## config.mk

```make
export PLATFORM = sky130hd
export DESIGN_NAME = io_bus_initiator
export DESIGN_NICKNAME = d
export VERILOG_FILES = /design/src/rtl/io_bus_initiator_pkg.sv /design/src/rtl/io_cmd_fifo.sv /design/src/rtl/io_bus_initiator.sv
export SDC_FILE = /design/constraint.sdc
export NUM_CORES = 1
export LEC_CHECK = 0
export BUFFER_PORTS_ARGS = -buffer_cell sky130_fd_sc_hd__buf_2
export CAP_MARGIN = 20
export CORE_ASPECT_RATIO = 1.25
export CORE_MARGIN = 4
export CORE_UTILIZATION = 55
export CTS_CLUSTER_SIZE = 24
export DETAILED_ROUTE_END_ITERATION = 16
export HOLD_SLACK_MARGIN = 0.1
export PLACE_DENSITY = 0.77
export SYNTH_ARGS = -nofsm -noshare
export SYNTH_HDL_FRONTEND = slang
export SYNTH_HIERARCHICAL = 1
export SYNTH_SLANG_ARGS = --single-unit
```

## constraint.sdc

```tcl
create_clock -name clk -period 5.5 [get_ports clk]
set_clock_uncertainty 0.05 [all_clocks]
set_input_delay 1.1 -clock clk [delete_from_list [all_inputs] [get_ports clk]]
set_output_delay 1.1 -clock clk [all_outputs]
set_load 0.01 [all_outputs]
```

## src/rtl/io_bus_initiator_pkg.sv

```systemverilog
// Shared definitions for the I/O register bus initiator: register map,
// FSM state encodings and the queued command record.
package io_bus_initiator_pkg;

  localparam logic [3:0] REG_SW_LSB    = 4'h0;
  localparam logic [3:0] REG_SW_MSB    = 4'h1;
  localparam logic [3:0] REG_BTN       = 4'h2;
  localparam logic [3:0] REG_LED_LSB   = 4'h4;
  localparam logic [3:0] REG_LED_MSB   = 4'h5;
  localparam logic [3:0] REG_DP        = 4'h6;
  localparam logic [3:0] REG_DISP_CTRL = 4'hB;
  localparam logic [3:0] REG_DISP0     = 4'hC;
  localparam logic [3:0] REG_DISP1     = 4'hD;
  localparam logic [3:0] REG_DISP2     = 4'hE;
  localparam logic [3:0] REG_DISP3     = 4'hF;

  localparam logic [2:0] S_IDLE = 3'd0;
  localparam logic [2:0] S_WR   = 3'd1;
  localparam logic [2:0] S_RD   = 3'd2;
  localparam logic [2:0] S_RESP = 3'd3;
  localparam logic [2:0] S_VFY  = 3'd4;

  // 13-bit FIFO entry: {write, addr, wdata}
  typedef struct packed {
    logic       write;
    logic [3:0] addr;
    logic [7:0] wdata;
  } cmd_t;

endpackage

```

## src/rtl/io_cmd_fifo.sv

```systemverilog
// Command FIFO for the I/O bus initiator: DEPTH entries of cmd_t,
// full/empty/count derived from a registered occupancy counter.
module io_cmd_fifo
  import io_bus_initiator_pkg::*;
#(
  parameter int DEPTH = 4
) (
  input  logic                     clk,
  input  logic                     rst_n,
  input  logic                     push,
  input  cmd_t                     din,
  input  logic                     pop,
  output cmd_t                     dout,
  output logic                     full,
  output logic                     empty,
  output logic [$clog2(DEPTH):0]   count
);

  localparam int AW = $clog2(DEPTH);

  cmd_t            mem [DEPTH];
  logic [AW-1:0]   wr_ptr;
  logic [AW-1:0]   rd_ptr;
  logic            do_push;
  logic            do_pop;

  assign full  = (count == (AW+1)'(DEPTH));
  assign empty = (count == '0);
  // A push while full is refused even when a pop frees a slot this cycle.
  assign do_push = push && !full;
  assign do_pop  = pop && !empty;
  assign dout    = mem[rd_ptr];

  always_ff @(posedge clk or negedge rst_n) begin
    if (!rst_n) begin
      wr_ptr <= '0;
      rd_ptr <= '0;
      count  <= '0;
    end else begin
      if (do_push) wr_ptr <= wr_ptr + AW'(1);
      if (do_pop)  rd_ptr <= rd_ptr + AW'(1);
      count <= count + (AW+1)'(do_push) - (AW+1)'(do_pop);
    end
  end

  always_ff @(posedge clk) begin
    if (do_push) mem[wr_ptr] <= din;
  end

endmodule

```

## src/rtl/io_bus_initiator.sv

```systemverilog
// Queued initiator for the 4-bit-address / 8-bit-data I/O register bus.
// Optional write read-back verification is enabled by defining IO_WRITE_VERIFY_EN.
module io_bus_initiator
  import io_bus_initiator_pkg::*;
#(
  parameter int DEPTH   = 4,
  parameter int RD_WAIT = 1
) (
  input  logic       clk,
  input  logic       rst_n,
  input  logic       cmd_valid,
  output logic       cmd_ready,
  input  logic       cmd_write,
  input  logic [3:0] cmd_addr,
  input  logic [7:0] cmd_wdata,
  output logic       rsp_valid,
  input  logic       rsp_ready,
  output logic [3:0] rsp_addr,
  output logic [7:0] rsp_rdata,
  output logic       rsp_err,
  output logic [3:0] bus_addr,
  output logic       bus_re,
  output logic       bus_we,
  output logic [7:0] bus_wdata,
  input  logic [7:0] bus_rdata,
  output logic       busy
);

  localparam int WW = (RD_WAIT > 1) ? $clog2(RD_WAIT) : 1;

  // Handshakes: a transfer happens on a rising edge where valid && ready;
  // the source holds its payload stable while valid is high and ready is low.
  logic [2:0]           state;
  logic [WW-1:0]        wait_cnt;
  cmd_t                 head;
  logic                 full;
  logic                 empty;
  logic                 pop;
  logic [$clog2(DEPTH):0] count;
`ifdef IO_WRITE_VERIFY_EN
  logic [7:0]           vfy_data;
`else
  assign rsp_err = 1'b0;
`endif

  assign cmd_ready = !full;
  assign pop       = (state == S_IDLE) && !empty;
  assign busy      = (count != '0) || (state != S_IDLE);

  io_cmd_fifo #(.DEPTH(DEPTH)) u_fifo (
    .clk   (clk),
    .rst_n (rst_n),
    .push  (cmd_valid && cmd_ready),
    .din   ({cmd_write, cmd_addr, cmd_wdata}),
    .pop   (pop),
    .dout  (head),
    .full  (full),
    .empty (empty),
    .count (count)
  );

  always_ff @(posedge clk or negedge rst_n) begin
    if (!rst_n) begin
      state     <= S_IDLE;
      wait_cnt  <= '0;
      bus_addr  <= '0;
      bus_re    <= 1'b0;
      bus_we    <= 1'b0;
      bus_wdata <= '0;
      rsp_valid <= 1'b0;
      rsp_addr  <= '0;
      rsp_rdata <= '0;
`ifdef IO_WRITE_VERIFY_EN
      rsp_err   <= 1'b0;
      vfy_data  <= '0;
`endif
    end else begin
      case (state)
        S_IDLE: begin
          if (!empty) begin
            bus_addr <= head.addr;
            if (head.write) begin
              state     <= S_WR;
              bus_we    <= 1'b1;
              bus_wdata <= head.wdata;
            end else begin
              state    <= S_RD;
              bus_re   <= 1'b1;
              wait_cnt <= WW'(RD_WAIT - 1);
            end
          end
        end
        S_WR: begin
          bus_we    <= 1'b0;
          bus_wdata <= '0;
`ifdef IO_WRITE_VERIFY_EN
          // Keep bus_addr and read the same register straight back.
          state    <= S_VFY;
          bus_re   <= 1'b1;
          wait_cnt <= WW'(RD_WAIT - 1);
          vfy_data <= bus_wdata;
`else
          state    <= S_IDLE;
          bus_addr <= '0;
`endif
        end
        S_RD, S_VFY: begin
          if (wait_cnt == '0) begin
            rsp_valid <= 1'b1;
            rsp_addr  <= bus_addr;
            rsp_rdata <= bus_rdata;
`ifdef IO_WRITE_VERIFY_EN
            rsp_err   <= (state == S_VFY) && (bus_rdata != vfy_data);
`endif
            bus_re    <= 1'b0;
            bus_addr  <= '0;
            state     <= S_RESP;
          end else begin
            wait_cnt <= wait_cnt - WW'(1);
          end
        end
        S_RESP: begin
          // The bus stays idle until the host takes the response.
          if (rsp_ready) begin
            rsp_valid <= 1'b0;
`ifdef IO_WRITE_VERIFY_EN
            rsp_err   <= 1'b0;
`endif
            state     <= S_IDLE;
          end
        end
        default: state <= S_IDLE;
      endcase
    end
  end

endmodule

```

==> results.txt, run 1 <==
- Of the cells placed in the final design, the portion with a size suffix greater than 1 is roughly two fifths.
* Detailed router's first-iteration violation count: between 80 and 90
- For this run, the slowest stage of the critical path takes 0.61 ns.
* Largest net degree at the start of global routing: 37
* First-pass GRT wire length: between 9 and 10 mm
- Final Critical Period: 3.21 ns
- The worst setup path is launched from a register.
- In this run the core area contains 33 standard-cell rows.
- Measured against the total synthesized area, the mux share comes to 14.9%.
- The synthesized netlist devotes 6.86% of its cell area to simple gates.
- In this run the tool buffered the top-level ports with 53 buffer cells.
- Slew of the pin with the lowest slew margin: 0.828 ns
- The clock tree synthesis step divided the H-tree into 3 levels.
- I/O pin count: 55
* Root buffer cell: sky130_fd_sc_hd__clkbuf_8
- The clock passes through at most 2 buffers.
- Smallest setup slack after layout: 2.29 ns
* Complex-gate fraction of the synthesized area: 3.78%
- For the final routed database, the setup TNS stands at 0 ns.
- Cell breakdown of the critical path: inv_1 -> ha_1 -> or4b_2 -> buf_2
* Relative area change from synthesis to final layout: 14.1%
* DRC violations left: 0
- Proportion of netlist area held by the largest area contributor: 41.7%
- Summing all non-filler instances in the final layout gives an area of 4270 sq um.
- Worst hold slack across all endpoints: between 0.4 and 0.5 ns
- In this run the standard cell core region covers 6610 sq um.
- The number of global-route vias before repair was roughly 1,900.
- CTS tree: yes
* Insertion delay of the later-clocked pin in the worst-skew pair: 0.35 ns
- Averaged over all synthesized cells, the footprint is 17.3 sq um.
- By instance count, the leading cell after synthesis is sky130_fd_sc_hd__edfxtp_1.
* Non-filler instance count after layout: 366
- Based on the critical path, the design can be clocked at up to 311 MHz.
* Post-synth cell types: 38
- The die covers 8190 sq um.
- Number of vias per cell after detailed routing: 5.34
- Before antenna repair, the detailed router went through 4 iterations.
- The completed layout was analyzed and its total power is 2.43 mW.
* Fin nets: around 310
- Most common flop cell mapped by yosys: sky130_fd_sc_hd__edfxtp_1
- RSZ-0062 raised after global routing: no
- Of all nets on the critical path, the largest fanout is 7.
- In this run the vertical extent of the chip is approximately 100 microns.
* Number of synthesized register bits: 88
* Detailed-route via count: approximately 2,000
* Syn Std Cell Area: roughly 3700 sq um
- The congestion estimate from routability-driven global placement came to 0.705.
* Dominant combinational cell family by area after synthesis: multiplexers
* CP max stage cell: sky130_fd_sc_hd__or4b_2
- Counting flops with a built-in enable in the synthesized netlist gives 52.
- Summing the sequential cell areas from Yosys gives 65.8% of the chip area.
- Final hold viol count: 0
- Data arrival time at the worst-slack endpoint: a little over 2 ns
* FFs w/ async S/R, synth: 40.9%
* Post-Synth Adder-Cell Area: under 10%
* Synth area leaders: sky130_fd_sc_hd__edfxtp_1 42%, sky130_fd_sc_hd__dfrtp_1 24%, sky130_fd_sc_hd__mux2_2 6.0%
- The number of nets in the synthesized netlist is 255.
- Post-Place Setup Slack: 2.45 ns
* Placed Cells: 350
- Outcome: complete, no violations
* Crit Path Class: reg -> out
- Dividing the detail-routed wire length by the instance count gives between 15 and 20 microns.
- The number of setup buffers added after CTS is 0.
* Hpwl dp: just over 4 mm
- The largest total area in the synthesized netlist belongs to sky130_fd_sc_hd__edfxtp_1.
- The initial antenna violation count was 0.
* Wire length reported by the detailed router: 5.91 mm
* Setup violation total in the final timing report: 0
* Leakage power: around 1.8 nW
- Measured against its own limit, the worst slew margin works out to 44.8%.
* Hold buffer count at CTS: 0
* Total grt overflow: 0
- Of the total synthesized cell area, the portion taken by XOR and XNOR cells is 0.936%.
* Part of the cycle the worst path needs: 58.4%
* Starting density of the core: 56.6%
- Global routing consumed, over all layers together, 15.9% of the routing resources.
* Fin. max-slew vios: 0
* Number of buffers created by CTS: 9
- Worst EP required: 4.35 ns
- Width of the die: between 80 and 90 microns
- Critical path endpoint category: primary output
* Area post-placement: 4060 sq um
- Peak supply drop: 0.338 mV
* Most instantiated cells after synthesis: 52 x sky130_fd_sc_hd__edfxtp_1, 36 x sky130_fd_sc_hd__dfrtp_1, 20 x sky130_fd_sc_hd__mux2_2
- Total power divided by cell area: 568 nW/um^2
- The detail route stage leaves a number of antenna-violating nets equal to 0.
* Number of max-cap violations: 0
- Hold Path Class: reg -> reg
- Cells resized by post-CTS repair: 0
- For this run, the share of the core covered by cells in the final layout is between 60% and 70%.
- The clock net in this run drives a total of 88 sinks.
- Count of warnings emitted by yosys: 6
- Number of instances in the synthesized netlist: 216
* Clock transition at path regs: 0.09 ns
- Number of antenna diodes: 0
state kept, by name (all words and copies together), names as in the netlist:
| signal | count |
|---|---|
| bus_addr | 4 |
| u_fifo/mem | 52 |
| u_fifo/rd_ptr | 2 |
| bus_wdata | 8 |
| u_fifo/wr_ptr | 2 |
| bus_re | 1 |
| bus_we | 1 |
| u_fifo/count | 3 |
| rsp_rdata | 8 |
| state | 2 |
| rsp_addr | 4 |
| rsp_valid | 1 |
layout make-up:
| class | instances | area (sq um) |
|---|---|---|
| Sequential cell | 88 | 2460 |
| Clock inverter | 7 | 85.1 |
| Inverter | 13 | 48.8 |
| Clock buffer | 9 | 124 |
| Fill cell | 483 | 2340 |
| Tap cell | 87 | 109 |
| Multi-Input combinational cell | 109 | 1180 |
| Timing Repair Buffer | 53 | 265 |
routing by layer:
metal / global-route usage [%] / routed length [microns]
met5: 0 / 0
met4: 6.39 / 100
met3: 4.49 / 412
met2: 25.9 / 2960
met1: 19.8 / 2430
placed cells by master (no fill, tap or decap), types with 4 or more instances in the layout:
master                     Yosys  layout
sky130_fd_sc_hd__ha_1         13      13
sky130_fd_sc_hd__mux4_2        8       8
sky130_fd_sc_hd__inv_1        13      13
sky130_fd_sc_hd__mux2_2       20      20
sky130_fd_sc_hd__clkbuf_8      0       9
sky130_fd_sc_hd__and2b_2       7       7
sky130_fd_sc_hd__and3b_1       4       4
sky130_fd_sc_hd__xnor2_1       4       4
sky130_fd_sc_hd__buf_2         3      53
sky130_fd_sc_hd__mux4_1        5       5
sky130_fd_sc_hd__inv_6         0       4
sky130_fd_sc_hd__dfrtp_1      36      36
sky130_fd_sc_hd__edfxtp_1     52      52
sky130_fd_sc_hd__nand2_1       7       7
sky130_fd_sc_hd__o21ai_0       5       5
sky130_fd_sc_hd__nand2b_1      8       8
cell families after synthesis:
logic type               after synthesis
flip-flops                            88
AND/OR/NAND/NOR                       36
multiplexers                          35
AO/OA/AOI/OAI                         19
buffers and inverters                 19
adder cells (fa/ha/maj)               14
XOR/XNOR                               4
other                                  1
power breakdown:
part / total, mW / internal (mW) / switching [mW]
logic: 0.888 / 0.473 / 0.414
registers: 1.07 / 0.921 / 0.154
clock network: 0.464 / 0.220 / 0.244
path summary, 6_finish.rpt:
check	from	end	slack [ns]	depth (start not counted)
max	state[0]$_DFFE_PN0P_	busy	2.29	4
min	rsp_addr[2]$_DFFE_PN0N_	rsp_addr[2]$_DFFE_PN0N_	0.46	1
max reg2reg	u_fifo/count[0]$_DFF_PN0_	u_fifo/count[2]$_DFF_PN0_	2.71	10
min reg2reg	rsp_addr[2]$_DFFE_PN0N_	rsp_addr[2]$_DFFE_PN0N_	0.46	1
max in group asynchronous	rst_n	u_fifo/wr_ptr[0]$_DFFE_PN0P_	4.14	1
min in group asynchronous	rst_n	rsp_rdata[4]$_DFFE_PN0N_	0.76	1
worst max-delay path: cells and delay by family (launching register included):
family / cells / cell delay [ns]
buffers and inverters: 2 / 0.32
AND/OR/NAND/NOR: 1 / 0.61
adder cells (fa/ha/maj): 1 / 0.34
flip-flops: 1 / 0.44
Note: power is estimated with default switching activity, not from simulation.
==> run 2: changes to the inputs <==
--- a/config.mk
+++ b/config.mk
@@ -9,11 +9,11 @@
 export CAP_MARGIN = 20
 export CORE_ASPECT_RATIO = 1.25
 export CORE_MARGIN = 4
-export CORE_UTILIZATION = 55
+export CORE_UTILIZATION = 51
 export CTS_CLUSTER_SIZE = 24
 export DETAILED_ROUTE_END_ITERATION = 16
 export HOLD_SLACK_MARGIN = 0.1
-export PLACE_DENSITY = 0.77
+export PLACE_DENSITY = 0.75
 export SYNTH_ARGS = -nofsm -noshare
 export SYNTH_HDL_FRONTEND = slang
 export SYNTH_HIERARCHICAL = 1
==> constraint.sdc (replaced) <==
create_clock -name clk -period 2.9 [get_ports clk]
set_clock_uncertainty 0.05 [all_clocks]
set_input_delay 0.58 -clock clk [delete_from_list [all_inputs] [get_ports clk]]
set_output_delay 0.58 -clock clk [all_outputs]
set_load 0.01 [all_outputs]
==> run 2 against run 1 <==
  * Power is 88% higher
  * Die area is 7.1% higher
  * Setup slack got worse by 2.1 ns
  * Largest cell class unchanged
  * Worst hold slack got worse by 0.21 ns
  * Combinational power rose by 100%
==> results.txt, run 2 (same netlist as run 1, synthesis figures left out) <==
- In the final routed layout, each cell accounts on average for 15.8 microns.
* DRC violations left: 0
- Detailed placement ended at an HPWL of ~4.1 mm.
- The register with the most flip-flops in the layout has 52 of them.
- STA classifies the critical path startpoint as a register.
- Clock tree synthesis inserted a total of 9 buffers.
* Die Y-Extent: 104 microns
* Number of detailed-route iterations in the first pass: 4
- Layout filler cell count: 570
- Launch point of the critical path: state[1]$_DFFE_PN0P_
- The multi-input combinational cells in the finished layout cover a total of 1180 sq um.
- Register ranked first by flip-flop count: u_fifo/mem
- Number of nets still failing antenna checks after routing: 0
- Data on the critical path is required at its endpoint by 2.27 ns.
* Fin. max-slew vios: 0
- Non-filler instance count after layout: 373
- Dividing the detail-routed via count by the number of cells gives 5.21.
- Across the run, the number of max-cap violations was 0.
* Num rows: 34
* Setup TNS: 0 ns
- Fin nets: 317
* Relative area change from synthesis to final layout: 14.5%
- Crit Path Class: reg -> out
- Port buffer count: 53
* Vias in the first global route: 1,993
* Clock transition at path regs: 0.08 ns
* Leading cell type in the layout, fill and taps excluded: sky130_fd_sc_hd__buf_2
- The congestion estimate from routability-driven global placement came to 0.776.
- Max Clk Rate: roughly 380 MHz
* Insertion delay of the later-clocked pin in the worst-skew pair: 0.35 ns
- Leakage power: between 1.5 and 2 nW
- Measured along the x axis, the die boundary spans 84.6 microns.
- Part of the cycle the worst path needs: 91.9%
* Clock tree sinks: 88
- In the final layout, the registers with the most flip-flops are u_fifo/mem x52, bus_wdata x8, rsp_rdata x8.
* Cells resized by post-CTS repair: 0
- I/O pin count: 55
* Starting density of the core: 53.0%
- Register Area: 2460 sq um
- Clock tree synthesis selected as its root buffer the cell sky130_fd_sc_hd__clkbuf_8.
* Top library cells by usage in the layout, fill and taps aside: 53 x sky130_fd_sc_hd__buf_2, 52 x sky130_fd_sc_hd__edfxtp_1, 36 x sky130_fd_sc_hd__dfrtp_1
* Reg2reg start: state[0]$_DFFE_PN0P_
- Power spread over the standard cell area amounts to 1060 nW/um^2.
* Setup violation total in the final timing report: 0
* Final Critical Period: 2.66 ns
- In this run the worst setup path terminates at busy.
* Final hold viol count: 0
- STA classifies the critical path endpoint as a primary output.
- The routed layout has approximately 1,900 vias.
- Antenna violations before repair: 0
* GRT Total Usage: 14.7%
* Hold Path Class: in -> async
- Placed Cells: 357
- Slew of the pin with the lowest slew margin: 0.781 ns
- Wire length reported by the detailed router: 5.89 mm
* Setup slack of the worst register-to-register path: 0.37 ns
* Number of antenna diodes: 0
- Setup repair after global routing left no endpoint under its margin.
* FF-to-FF path depth: 11
- First-pass GRT wire length: 9.89 mm
* CTS H-Tree Depth: 3
* Maximum fanout count along the critical path: 7
* Share of layout cells above drive strength 1: between 30% and 40%
* Number of buffers inserted to repair setup after CTS: 0
- The first routing iteration left 55 violations.
* Outcome: complete, no violations
* Data arrival time at the worst-slack endpoint: 2.03 ns
- Slew margin rel.: roughly 48%
- Peak supply drop: ~0.47 mV
- For this design, the CTS-stage hold fixing added 0 buffers.
- In this run the deepest clock path goes through 2 buffers.
- Reg2Reg Capture Point: u_fifo/count[2]$_DFF_PN0_
- TritonCTS built the clock tree.
- Largest net degree at the start of global routing: 37
- Total grt overflow: 0
- Core region area: 7060 sq um
- Area of the die: 8780 sq um
run 2: through the flow:
step	util [%]	setup slack, ns	area (sq um)	power [mW]	hold slack, ns
floorplan	-	0.416	3740	3.30	0.234
global placement	58.0	0.452	4100	3.75	0.433
detailed placement	58.0	0.380	4100	3.81	0.440
CTS	60.7	0.206	4280	4.63	0.266
global route	60.7	0.140	4280	4.90	0.315
finish	60.7	0.235	4280	4.56	0.250
run 2: layer usage:
metal	vias to the layer above	global-route usage [%]	wire length (microns)
li1	930	-	-
met1	955	18.9	2570
met2	51	22.7	2830
met3	8	4.13	377
met4	0	7.47	117
met5	-	0	0
run 2: final cells by class:
cell class                      count  share of cell area, %
Clock buffer                       11                   3.07
Tap cell                           90                   2.63
Timing Repair Buffer               57                   6.89
Clock inverter                      5                   1.34
Multi-Input combinational cell    109                   27.5
Inverter                           13                   1.14
Sequential cell                    88                   57.5
run 2: critical path, stage by stage (launching register included):
cell and delay (ns):
sky130_fd_sc_hd__dfrtp_1 0.43, sky130_fd_sc_hd__inv_1 0.15, sky130_fd_sc_hd__ha_1 0.33, sky130_fd_sc_hd__or4b_2 0.62
sky130_fd_sc_hd__buf_2 0.16
run 2: where the power goes:
part | total [mW] | leakage (nW) | switching [mW] | internal (mW)
Clock | 0.813 | 0.0977 | 0.412 | 0.401
Combinational | 1.79 | 0.759 | 0.864 | 0.926
Sequential | 1.95 | 0.906 | 0.206 | 1.75
Total | 4.56 | 1.76 | 1.48 | 3.07
run 2: worst min path at each step:
stage / from / cells past startpoint / endpoint
floorplan: rst_n / 0 / bus_addr[0]$_DFFE_PN0P_
global placement: rsp_rdata[4]$_DFFE_PN0N_ / 1 / rsp_rdata[4]$_DFFE_PN0N_
detailed placement: rsp_addr[3]$_DFFE_PN0N_ / 1 / rsp_addr[3]$_DFFE_PN0N_
CTS: rst_n / 1 / rsp_rdata[0]$_DFFE_PN0N_
global route: rst_n / 1 / rsp_rdata[0]$_DFFE_PN0N_
finish: rst_n / 1 / rsp_rdata[0]$_DFFE_PN0N_
